--- config.mk ---
export PLATFORM = sky130hd
export DESIGN_NAME = dmem_ctrl
export DESIGN_NICKNAME = d
export VERILOG_FILES = /design/src/rtl/dmem_ctrl.sv
export SDC_FILE = /design/constraint.sdc
export NUM_CORES = 1
export LEC_CHECK = 0
export BUFFER_PORTS_ARGS = -buffer_cell sky130_fd_sc_hd__buf_2
export CAP_MARGIN = 20
export CORE_ASPECT_RATIO = 1.4
export CORE_MARGIN = 2
export CORE_UTILIZATION = 51
export DETAILED_ROUTE_END_ITERATION = 10
export GPL_TIMING_DRIVEN = 1
export PLACE_DENSITY = 0.66
export SYNTH_ARGS = -nofsm -noshare
export SYNTH_HDL_FRONTEND = slang
export SYNTH_SLANG_ARGS = --single-unit
export TNS_END_PERCENT = 100
--- constraint.sdc ---
create_clock -name clk -period 3.6 [get_ports clk]
set_input_delay 0 -clock clk [delete_from_list [all_inputs] [get_ports clk]]
set_output_delay 0 -clock clk [all_outputs]
set_load 0.05 [all_outputs]
--- src/rtl/dmem_ctrl.sv ---
// Byte-addressed data memory with byte/half/word access, registered one-cycle responses and a power-on clear.
// Optional misaligned-access trap: define DMEM_MISALIGN_TRAP_EN.
module dmem_ctrl #(
  parameter int unsigned ADDR_W = 11,
  parameter int unsigned DEPTH  = 32
) (
  input  logic              clk,
  input  logic              rst_n,
  input  logic              req_valid,
  output logic              req_ready,
  input  logic              req_we,
  input  logic [1:0]        req_size,
  input  logic              req_unsigned,
  input  logic [ADDR_W-1:0] req_addr,
  input  logic [31:0]       req_wdata,
  output logic              rsp_valid,
  output logic [31:0]       rsp_rdata,
  output logic              rsp_err,
  output logic              init_done
);

  localparam int unsigned IDX_W = $clog2(DEPTH);

  typedef enum logic {ST_INIT, ST_RUN} state_t;

  state_t           state, state_nx;
  logic [IDX_W-1:0] clr_cnt, clr_cnt_nx;
  logic             req_ready_nx, init_done_nx, rsp_valid_nx, rsp_err_nx;
  logic [31:0]      rsp_rdata_nx;

  logic [31:0]      mem [DEPTH];

  logic             accept_c;
  logic [IDX_W-1:0] idx_c;
  logic [1:0]       off_c;
  logic [3:0]       be_c;
  logic [31:0]      wd_c;
  logic             err_c;
  logic             wr_en_c;
  logic [31:0]      rd_word_c;
  logic [31:0]      sh_c;
  logic [31:0]      ld_c;

  // Address decode, lane enables and load extraction for the current request.
  always_comb begin
    accept_c = req_valid & req_ready;
    idx_c    = req_addr[IDX_W+1:2];
    case (req_size)
      2'b00:   off_c = req_addr[1:0];
      2'b01:   off_c = {req_addr[1], 1'b0};
      default: off_c = 2'b00;
    endcase
`ifdef DMEM_MISALIGN_TRAP_EN
    case (req_size)
      2'b00:   err_c = 1'b0;
      2'b01:   err_c = req_addr[0];
      default: err_c = |req_addr[1:0];
    endcase
`else
    err_c = 1'b0;
`endif
    case (req_size)
      2'b00: begin
        be_c = 4'b0001 << off_c;
        wd_c = {4{req_wdata[7:0]}};
      end
      2'b01: begin
        be_c = off_c[1] ? 4'b1100 : 4'b0011;
        wd_c = {2{req_wdata[15:0]}};
      end
      default: begin
        be_c = 4'b1111;
        wd_c = req_wdata;
      end
    endcase
    wr_en_c   = accept_c & req_we & ~err_c;
    rd_word_c = mem[idx_c];
    sh_c      = rd_word_c >> {off_c, 3'b000};
    case (req_size)
      2'b00:   ld_c = {{24{~req_unsigned & sh_c[7]}}, sh_c[7:0]};
      2'b01:   ld_c = {{16{~req_unsigned & sh_c[15]}}, sh_c[15:0]};
      default: ld_c = sh_c;
    endcase
  end

  // Next-state and next-output logic.
  always_comb begin
    state_nx     = state;
    clr_cnt_nx   = clr_cnt;
    rsp_valid_nx = accept_c;
    rsp_rdata_nx = rsp_rdata;
    rsp_err_nx   = rsp_err;
    case (state)
      ST_INIT: begin
        clr_cnt_nx = clr_cnt + IDX_W'(1);
        if (clr_cnt == IDX_W'(DEPTH - 1)) state_nx = ST_RUN;
      end
      default: state_nx = ST_RUN;
    endcase
    req_ready_nx = (state_nx == ST_RUN);
    init_done_nx = (state_nx == ST_RUN);
    if (accept_c) begin
      rsp_err_nx   = err_c;
      rsp_rdata_nx = (req_we | err_c) ? 32'h0 : ld_c;
    end
  end

  always_ff @(posedge clk or negedge rst_n) begin
    if (!rst_n) begin
      state     <= ST_INIT;
      clr_cnt   <= '0;
      req_ready <= 1'b0;
      init_done <= 1'b0;
      rsp_valid <= 1'b0;
      rsp_rdata <= 32'h0;
      rsp_err   <= 1'b0;
    end else begin
      state     <= state_nx;
      clr_cnt   <= clr_cnt_nx;
      req_ready <= req_ready_nx;
      init_done <= init_done_nx;
      rsp_valid <= rsp_valid_nx;
      rsp_rdata <= rsp_rdata_nx;
      rsp_err   <= rsp_err_nx;
    end
  end

  // Array: clear sweep while initialising, lane-masked stores afterwards.
  always_ff @(posedge clk) begin
    if (state == ST_INIT) begin
      mem[clr_cnt] <= 32'h0;
    end else if (wr_en_c) begin
      for (int b = 0; b < 4; b++) begin
        if (be_c[b]) mem[idx_c][8*b +: 8] <= wd_c[8*b +: 8];
      end
    end
  end

  // Address bits above the word index alias and are intentionally ignored.
  if (ADDR_W > IDX_W + 2) begin : g_alias
    logic unused_addr_hi;
    assign unused_addr_hi = ^req_addr[ADDR_W-1:IDX_W+2];
  end

endmodule

-- Word level (Yosys, flattened, before mapping)
Memory sizes are Yosys's and may differ from the RTL's.
Cells that the tools add are included.
- flip-flop bits (word level): 39
- memory bits (writable): 1024
- input bits: 50
- output and inout port bits: 36
- logic and storage cells: 45
- memories kept: 1
- memory list (memory ; words ; width ; rd ports ; clocked after Yosys merged registers in ; write ports ; line ; source):
    mem ; 32 ; 32 ; 1 ; 0 ; 1 ; 31 ; logic [31:0] mem [DEPTH];
- $add $sub $neg: 1
- equality and inequality tests: 2
- shifts and indexed selects: 2
- muxes and demuxes: 28
- bitwise operators: 5
- reductions and logical operators: 2
- operators with widths (cell ; count):
    case mux 32 bit (2 select lines) ; 2
    2-to-1 mux 32 bit ; 2
    OR reduction 32 bit ; 1
    right shift 32 x 5 -> 32 bit ; 1
    2-to-1 mux 1 bit ; 19
    2-to-1 mux 4 bit ; 2
    case mux 4 bit (2 select lines) ; 1
    adder 5 x 1 -> 5 bit (second input constant) ; 1
    equality test 5 bit (second input constant) ; 1
    2-to-1 mux 5 bit ; 1
    AND 1 bit ; 4
    case mux 2 bit (2 select lines) ; 1
    left shift 1 x 2 -> 4 bit (first input constant) ; 1
    equality test 2 x 1 -> 1 bit (second input constant) ; 1
    zero test 2 bit ; 1
    inverter 1 bit ; 1

-- Longest topological paths before layout
Gate-level depths: netlist of the first run.
- depth in word-level cells: 10
- mapped depth: 12
- gate-level depth less buffers: 7

-- Least setup slack after synthesis of the first run
No wires, ideal clock.
- path type: register to register
- from: register state
- to: memory mem[0][12], data pin
- setup time: 377 ps
- data arrival time: 2804 ps
- required time: 3223 ps
- path slack: 419 ps
- cell stages (with the launch flop): 8
- path buffers: 3
- clock period less this slack: 3181 ps
- cell sequence: dfrtp_1 nand2_1 inv_1 nand2_1 clkbuf_1 buf_1 buf_1 a21oi_1
- cells in the longest elaborated chain, start to end: 7
- elaborated cells between the ends (all ways): 16
- those cells by class: mux: 13; bitwise: 2; reduce/logical: 1
- ends and longest elaborated chain (item ; line ; source):
    start: declaration ; 26 ; state_t state, state_nx;
    start signal: assignment ; 118 ; state <= state_nx;
    AND 1 bit (*) ; n/a ;
    via accept_c ; 33 ; logic accept_c;
    AND 1 bit (*) ; n/a ;
    2-to-1 mux 1 bit ; n/a ;
    2-to-1 mux 1 bit ; 130 ; if (state == ST_INIT) begin
    2-to-1 mux 1 bit (not written as such) ; 134 ; if (be_c[b]) mem[idx_c][8*b +: 8] <= wd_c[8*b +: 8];
    OR reduction 32 bit (no source line) (*) ; n/a ;
    2-to-1 mux 32 bit (no source line) (*) ; n/a ;
    end: declaration ; 31 ;
Mark *: on every way through the listed nets, which the timed path passes. The rest lies on a longest branch.

-- Final worst setup path of the first run
- from: memory mem[14][7]
- to: register rsp_rdata[15]
- cells in the longest elaborated chain, start to end: 5
- ends and longest elaborated chain (item ; line ; source):
    memory read (32 x 32 bit) (*) ; n/a ;
    right shift 32 x 5 -> 32 bit (*) ; 78 ; sh_c = rd_word_c >> {off_c, 3'b000};
    AND 1 bit ; 80 ; 2'b00: ld_c = {{24{~req_unsigned & sh_c[7]}}, sh_c[7:0]};
    case mux 32 bit (2 select lines) (*) ; 79 ; case (req_size)
    2-to-1 mux 32 bit (*) ; 104 ; rsp_rdata_nx = (req_we | err_c) ? 32'h0 : ld_c;
    end signal: assignment ; 123 ; rsp_rdata <= rsp_rdata_nx;
    end: declaration ; 17 ; output logic [31:0] rsp_rdata,
Mark *: on every way between the ends. The rest lies on a longest branch, timed or not.
A chain may end at the register's enable or synchronous reset.

==> summary.md, run 1 <==
| Metric | Value |
|---|---|
| Peak VDD IR | 0.386 mV |
| Rows | between 100 and 150 |
| Final core occ | 59.2% |
| ANT nets after route | 0 |
| Fin. Hold Viols | 0 |
| Worst Path Max Fanout | 8 |
| Final non-filler cell total | 3490 |
| CP max-delay cell | dlygate4sd3_1 |
| IO buf count | 80 |
| Vias in the first global route | 21.6k |
| Clock root buffer | clkbuf_16 |
| Yosys warning count | 0 |
| Final Max Tran Viols | 0 |
| 1st-pass router iterations | 5 |
| DR WL/cell | around 29 um |
| # Post-CTS Setup Buffers | 0 |
| CP required | 4.17 ns |
| Mapped Avg Cell Area | roughly 21 um2 |
| Yosys cell types | 59 |
| Mapped Nets | 2095 |
| CTS H-tree depth | 3 |
| CP peak stage delay | 0.59 ns |
| Status | finished, final reports clean |
| Drt total wl | approximately 100000 um |
| Total power | 25.3 mW |
| Antenna violations before repair | 5 |
| Hpwl dp | 67400 um |
| Slew @ Worst Pin | 1.00 ns |
| Max-cap violations | 0 |
| Critical Setup Path Class | register to register |
| # placed instances | 3294 |
| Initial Utilization | between 50% and 60% |
| Die Span X | between 200 and 250 um |
| Setup crit start kind | register |
| Largest net degree at the start of global routing | 73 |
| WHS | 0.0357 ns |
| Syn-to-layout area delta | 14.8% |
| CTS Buffer Depth | 3 |
| Worst setup EP type | register |
| Ys async rst share | 3.67% |
| Multi-input logic area | 0.00983 mm2 |
| Chip Height | 344 um |
| TNS Setup | 0 ns |
| Number of synthesized flops with an enable pin | 1024 |
| Overflow after GRT | 0 |
| FF+latch count, synth | 1063 |
| Post-synthesis cell area | roughly 0.042 mm2 |
| Largest area contributor in the netlist | edfxtp_1 |
| CP arrival | 3.67 ns |
| RSZ-0062 raised after global routing | no |
| Dominant synthesized flop cell | edfxtp_1 |
| Leak | 17.9 nW |
| Vias | 21.5k |
| DRC | 0 |
| CP most frequent cell | a211oi_1 |
| Fill count | 5870 |
| Ports | 86 |
| Initial DRC count | 2457 |
| Nets | 2394 |
| RR Startpoint | mem[14][7] |
| Cell Chain, Critical Path | mux4_2 > and3_1 > a211oi_1 > a211oi_1 > o21ai_1 > nand3_1 > dlygate4sd3_1 |
| Placed Area | 0.0451 mm2 |
| Fin crit period | 3.10 ns |
| Final worst-path cycle share | a little under nine tenths |
| CTS tree | done |
| Power density over the cells | 521 mW/mm2 |
| First-pass GRT wire length | 146000 um |
| Final setup fails | 0 |
| Tot GR Track Use | 24.0% |
| Sequential fraction of the synthesis area | 75.1% |
| Dpl ws | ~0.53 ns |
| Synth Instances | between 2k and 2.5k |
| Via/cell ratio | 6.15 |
| Core area | around 0.082 mm2 |
| Fmax | around 320 MHz |
| Share of layout cells above drive strength 1 | 32.7% |
| HP Class | input port to asynchronous set/reset pin |
| Synth area leaders | edfxtp_1, mux4_2, dfrtp_1, nor2_1, o22ai_1 |
| Reg clk slew, reported paths | 0.07 ns |
| Clock sinks | about 1.1k |
| Setup crit start | mem[14][7] |
| Area share of the largest cell type after synthesis | 72.8% |
| Slew HR | around a third |
| Clk_skew | roughly 0.04 ns |
| Worst setup margin | 0.497 ns |
| Worst-Skew Late Latency | 0.68 ns |
| Register area | 0.0317 mm2 |
| Full die area | 0.0851 mm2 |
| Post-route cell area | 0.0485 mm2 |
| Number of buffers created by CTS | 92 |
| Routability congestion estimate | 0.922 |
-- cell families (layout without fill, tap and decap cells) --
family	count (synthesis)	count (layout)	synth area share, %
AND/OR/NAND/NOR	362	362	4.02
adder cells (fa/ha/maj)	2	2	0.0593
multiplexers	324	324	16.2
flip-flops	1063	1063	75.1
XOR/XNOR	3	3	0.0622
buffers and inverters	118	493	1.77
AO/OA/AOI/OAI	170	170	2.75
other	1	2	0.00888
-- worst max-delay path, delay by kind of cell (launching register included) --
| kind | cells | cell delay (ns) |
|---|---|---|
| AO/OA/AOI/OAI | 3 | 1.22 |
| multiplexers | 1 | 0.49 |
| flip-flops | 1 | 0.37 |
| buffers and inverters | 1 | 0.59 |
| AND/OR/NAND/NOR | 2 | 0.34 |
-- power by group --
group	internal (mW)	switching, mW	leakage [nW]
clock	5.91	4.37	1.54
sequential	13.6	0.0359	11.8
combinational	0.469	0.924	4.62
total	19.9	5.33	17.9
-- repair_timing --
| item | 4_1_cts | 5_1_grt |
|---|---|---|
| endpoints found under the hold margin | 102 | 28 |
| hold buffers | 9 | 10 |
| gates resized for setup | 0 | 0 |
-- final timing paths --
kind,slack [ns],depth (start not counted),end
setup / recovery,0.50,7,rsp_rdata[15]
hold / removal,0.04,2,rsp_rdata[15]
setup reg to reg,0.50,7,rsp_rdata[15]
hold reg to reg,0.51,2,rsp_rdata[28]
max in group asynchronous,2.93,2,clr_cnt[0]
min in group clk,0.05,4,mem[28][10]
-- cell type report --
type / instances / share of cell area (%)
Clock buffer: 111 / 5.02
Clock inverter: 59 / 1.42
Sequential cell: 1063 / 65.4
Antenna cell: 1 / 0.00516
Tap cell: 1071 / 2.76
Timing Repair Buffer: 320 / 5.04
Inverter: 3 / 0.0232
Multi-Input combinational cell: 862 / 20.3
-- layout by cell type, fill, tap and decap left out, types with 9 or more instances in the layout --
master	count
a211oi_1	10
a21oi_1	19
a21oi_2	15
and2_1	9
buf_2	76
buf_4	208
bufinv_16	15
clkbuf_1	15
clkbuf_16	94
clkinv_1	15
clkinv_2	21
dfrtp_1	39
dlygate4sd3_1	19
edfxtp_1	1024
mux2_2	12
mux2i_1	26
mux4_2	285
nand2_1	69
nand2b_1	17
nand4_1	16
nor2_1	144
nor2_2	15
nor2b_1	17
nor3_1	23
o21ai_1	25
o21ai_2	10
o22ai_1	44
-- routing by layer --
metal / share of wire, % / GRT usage, % / vias up
met1: 39 / 33.1 / 11300
li1: - / - / 9072
met2: 50 / 39.0 / 953
met3: 7.8 / 4.25 / 164
met5: 0.024 / 0 / -
met4: 3.1 / 8.30 / 4
-- registers in the layout, summed over array words and instances, names as in the netlist --
name / cells
clr_cnt: 5
mem: 1024
rsp_rdata: 32
rsp_valid: 1
state: 1
-- synthesized netlist by cell type, drive strengths merged, types with 3 or more instances --
cell type,instances
and2,9
nor4b,7
o21ai,38
o31a,3
o22ai,44
nand3b,5
edfxtp,1024
nand2b,17
and3,3
nand3,8
mux4,285
xnor2,3
a21oi,34
o21a,5
nor3,23
dfrtp,39
a2bb2oi,7
nor2,160
o22a,7
clkbuf,37
a211o,7
or2,3
mux2,12
nand4,17
nor2b,17
or3,4
nor4,8
mux2i,27
nand2,70
buf,78
or3b,3
or4,7
a211oi,10
o31ai,6
(Power assumes the default switching activity.)
==> run 2, diff against run 1 <==
--- a/config.mk
+++ b/config.mk
@@ -5,6 +5,7 @@
 export SDC_FILE = /design/constraint.sdc
 export NUM_CORES = 1
 export LEC_CHECK = 0
+export ABC_AREA = 1
 export BUFFER_PORTS_ARGS = -buffer_cell sky130_fd_sc_hd__buf_2
 export CAP_MARGIN = 20
 export CORE_ASPECT_RATIO = 1.4
@@ -16,4 +17,4 @@
 export SYNTH_ARGS = -nofsm -noshare
 export SYNTH_HDL_FRONTEND = slang
 export SYNTH_SLANG_ARGS = --single-unit
-export TNS_END_PERCENT = 100
+export TNS_END_PERCENT = 20
==> run 2 against run 1 <==
Net effect:
- design area rose by 2.3%
- critical path type unchanged
- maximum frequency grew 5.7%
- clock skew is 0.015 ns lower
- count of clock-buffer cells in the layout up 3
- sequential power about the same
- largest cell class unchanged
- first-iteration DRC count up 42%
- flip-flop and latch count did not move
- critical endpoint is now mem[7][11]
- synthesized cell count up 89%
- hold slack gained 0.028 ns
- register-to-register slack improved by 0.17 ns
- global-route usage is 3.6 points higher
==> summary.md, run 2 <==
| Metric | Value |
|---|---|
| Status | finished, final reports clean |
| Worst Path Max Fanout | 11 |
| Slew HR | 30.0% |
| Slew @ Worst Pin | 1.05 ns |
| # Post-CTS Setup Buffers | 0 |
| Power density over the cells | 511 mW/mm2 |
| Setup crit start kind | register |
| Top reg by flops | mem |
| Clock root buffer | clkbuf_16 |
| Routability congestion estimate | 0.933 |
| Mapped Avg Cell Area | 11.5 um2 |
| Largest regs | mem x1024, rsp_rdata x32, clr_cnt x5 |
| Die Span X | around 250 um |
| Core area | 0.0858 mm2 |
| Sequential fraction of the synthesis area | between 70 and 80% |
| Count leader, synth | nand2_1 |
| Final setup fails | 0 |
| Switching Fraction | 23.0% |
| Most frequent cells after synthesis | nand2_1, edfxtp_1, nand3_1 |
| Number of buffers created by CTS | 93 |
| Synth Instances | 3853 |
| Fmax | ~340 MHz |
| Most frequent cells in the layout | nand2_1, edfxtp_1, nand3_1, nor2_1, buf_4 |
| TNS Setup | 0 ns |
| Ports | 86 |
| Max FFs per register | 1024 |
| Leak | between 15 and 20 nW |
| ANT nets after route | 0 |
| Post-route cell area | 0.0496 mm2 |
| Antenna violations before repair | 1 |
| Final worst-path cycle share | between 80% and 90% |
| Number of inserted diodes | 0 |
| Yosys warning count | 0 |
| Post-cts gate resize count | 0 |
| Int Pwr | 19.5 mW |
| CP arrival | 3.29 ns |
| Fin crit period | a little under 3 ns |
| Tot GR Track Use | 27.5% |
| Area share of the largest cell type after synthesis | 69.5% |
| Share of layout cells above drive strength 1 | 12.0% |
| 1st-pass router iterations | 5 |
| Most common cell after layout, fill and taps aside | nand2_1 |
| Worst-Skew Late Latency | 0.66 ns |
| DRC | 0 |
| Overflow after GRT | 0 |
| Largest area contributor in the netlist | edfxtp_1 |
| Initial Utilization | 51.5% |
| Worst setup EP type | register |
| Hpwl dp | 76100 um |
| DR WL/cell | 23.8 um |
| Placed Area | 0.0465 mm2 |
| Syn-to-layout area delta | 12.2% |
| Ys async rst share | ~3.7% |
| Fin. Hold Viols | 0 |
| CTS tree | done |
| Reg clk slew, reported paths | 0.07 ns |
| First-pass GRT wire length | ~180000 um |
| Post-synthesis cell area | 0.0442 mm2 |
| Vias | about 30k |
| Drt total wl | 123000 um |
| Via/cell ratio | 5.85 |
| Final core occ | 57.8% |
| HP Class | input port to register |
| Synth area leaders | edfxtp_1, nand2_1, nand3_1, nor2_1, dfrtp_1 |
| IO buf count | 80 |
| CTS H-tree depth | 3 |
| CTS Buffer Depth | 3 |
| Number of synthesized flops with an enable pin | 1024 |
| Nets | roughly 4.1k |
| Sw Pwr | between 5 and 6 mW |
| Clock sinks | 1063 |
| RSZ-0062 raised after global routing | no |
| Clk_skew | ~0.025 ns |
| Mapped Nets | between 3k and 4k |
| Yosys cell types | 31 |
| Seq pwr share | 53.7% |
| Peak VDD IR | 0.350 mV |
| Chip Height | 352 um |
| Vias in the first global route | 28.8k |
| Dominant synthesized flop cell | edfxtp_1 |
| Full die area | 0.0891 mm2 |
| Final Max Tran Viols | 0 |
| CP required | 3.95 ns |
| Initial DRC count | 3484 |
| Clk pwr share | 39.0% |
| Largest net degree at the start of global routing | 185 |
| Combinational power share | 7.4% |
| Critical Setup Path Class | register to register |
| Rows | 127 |
| Max-cap violations | 0 |
| FF+latch count, synth | 1063 |
## run 2: per-stage QoR
step | cells | worst slack, ns | power [mW] | hold WS [ns]
final | 5177 | 0.665 | 25.3 | 0.0641
after global routing | 5177 | 0.443 | 26.0 | 0.0786
after CTS | 5175 | 0.759 | 25.4 | 0.0249
after detailed placement | 4999 | 0.782 | 15.7 | 0.102
after global placement | 4999 | 0.795 | 15.7 | 0.102
after floorplan | 3853 | 0.730 | 15.0 | -0.296
## run 2: kinds of logic after synthesis
family	count (synthesis)	share of synthesized area, %
and+or+nand+nor	2060	19.2
AOI/OAI and AO/OA	427	5.37
xor gates and xnor gates	3	0.0594
other	1	0.00848
DFF	1063	71.7
adders and majority gates	2	0.0566
buffers and inverters	297	3.57
## run 2: final timing paths
path	startpoint	endpoint	slack, ns	depth (start not counted)
worst max-delay path	state	mem[7][11]	0.66	9
worst min-delay path	req_wdata[23]	mem[29][23]	0.06	4
worst max register to register	state	mem[7][11]	0.66	9
worst min register to register	rsp_rdata[6]	rsp_rdata[6]	0.48	2
max in group asynchronous	rst_n	rsp_rdata[22]	2.63	4
min in group asynchronous	rst_n	rsp_valid	0.54	4
## run 2: routing by layer
layer	share of wire, %	GRT usage, %
met1	39	36.5
met2	48	44.9
met3	8.6	4.41
met4	4.7	12.4
met5	0.011	0
## run 2: repair_timing
item / CTS / global route
hold buffers: 6 / 1
hold endpoints to repair: 55 / 5
endpoints found under the setup margin: 0 / 0
## run 2: layout make-up
cell class	instances	area, um2
clock buffers	114	2500
clock inverters	56	478
fillers	6952	36200
inverters	44	194
multi-input cells	2493	11000
flip-flops and latches	1063	31700
well taps	1096	1370
repair buffers	311	2320
## run 2: critical path: stages, from the launching register on
cell and delay (ns):
dfrtp_1 0.37, nand2_2 0.07, nor2_2 0.15, inv_2 0.13, nand2_1 0.07, o21ai_1 0.10, nor2_1 0.49, nand2_1 0.73
nor2_1 0.29, buf_4 0.22
## run 2: power by group through the flow
stage	sequential (mW)	combinational [mW]	clock [mW]
after detailed placement	13.9	1.82	0
after global placement	13.9	1.81	0
final	13.6	1.86	9.87
after floorplan	14.0	0.996	0
after global routing	13.6	1.98	10.4
after CTS	13.6	1.83	9.96
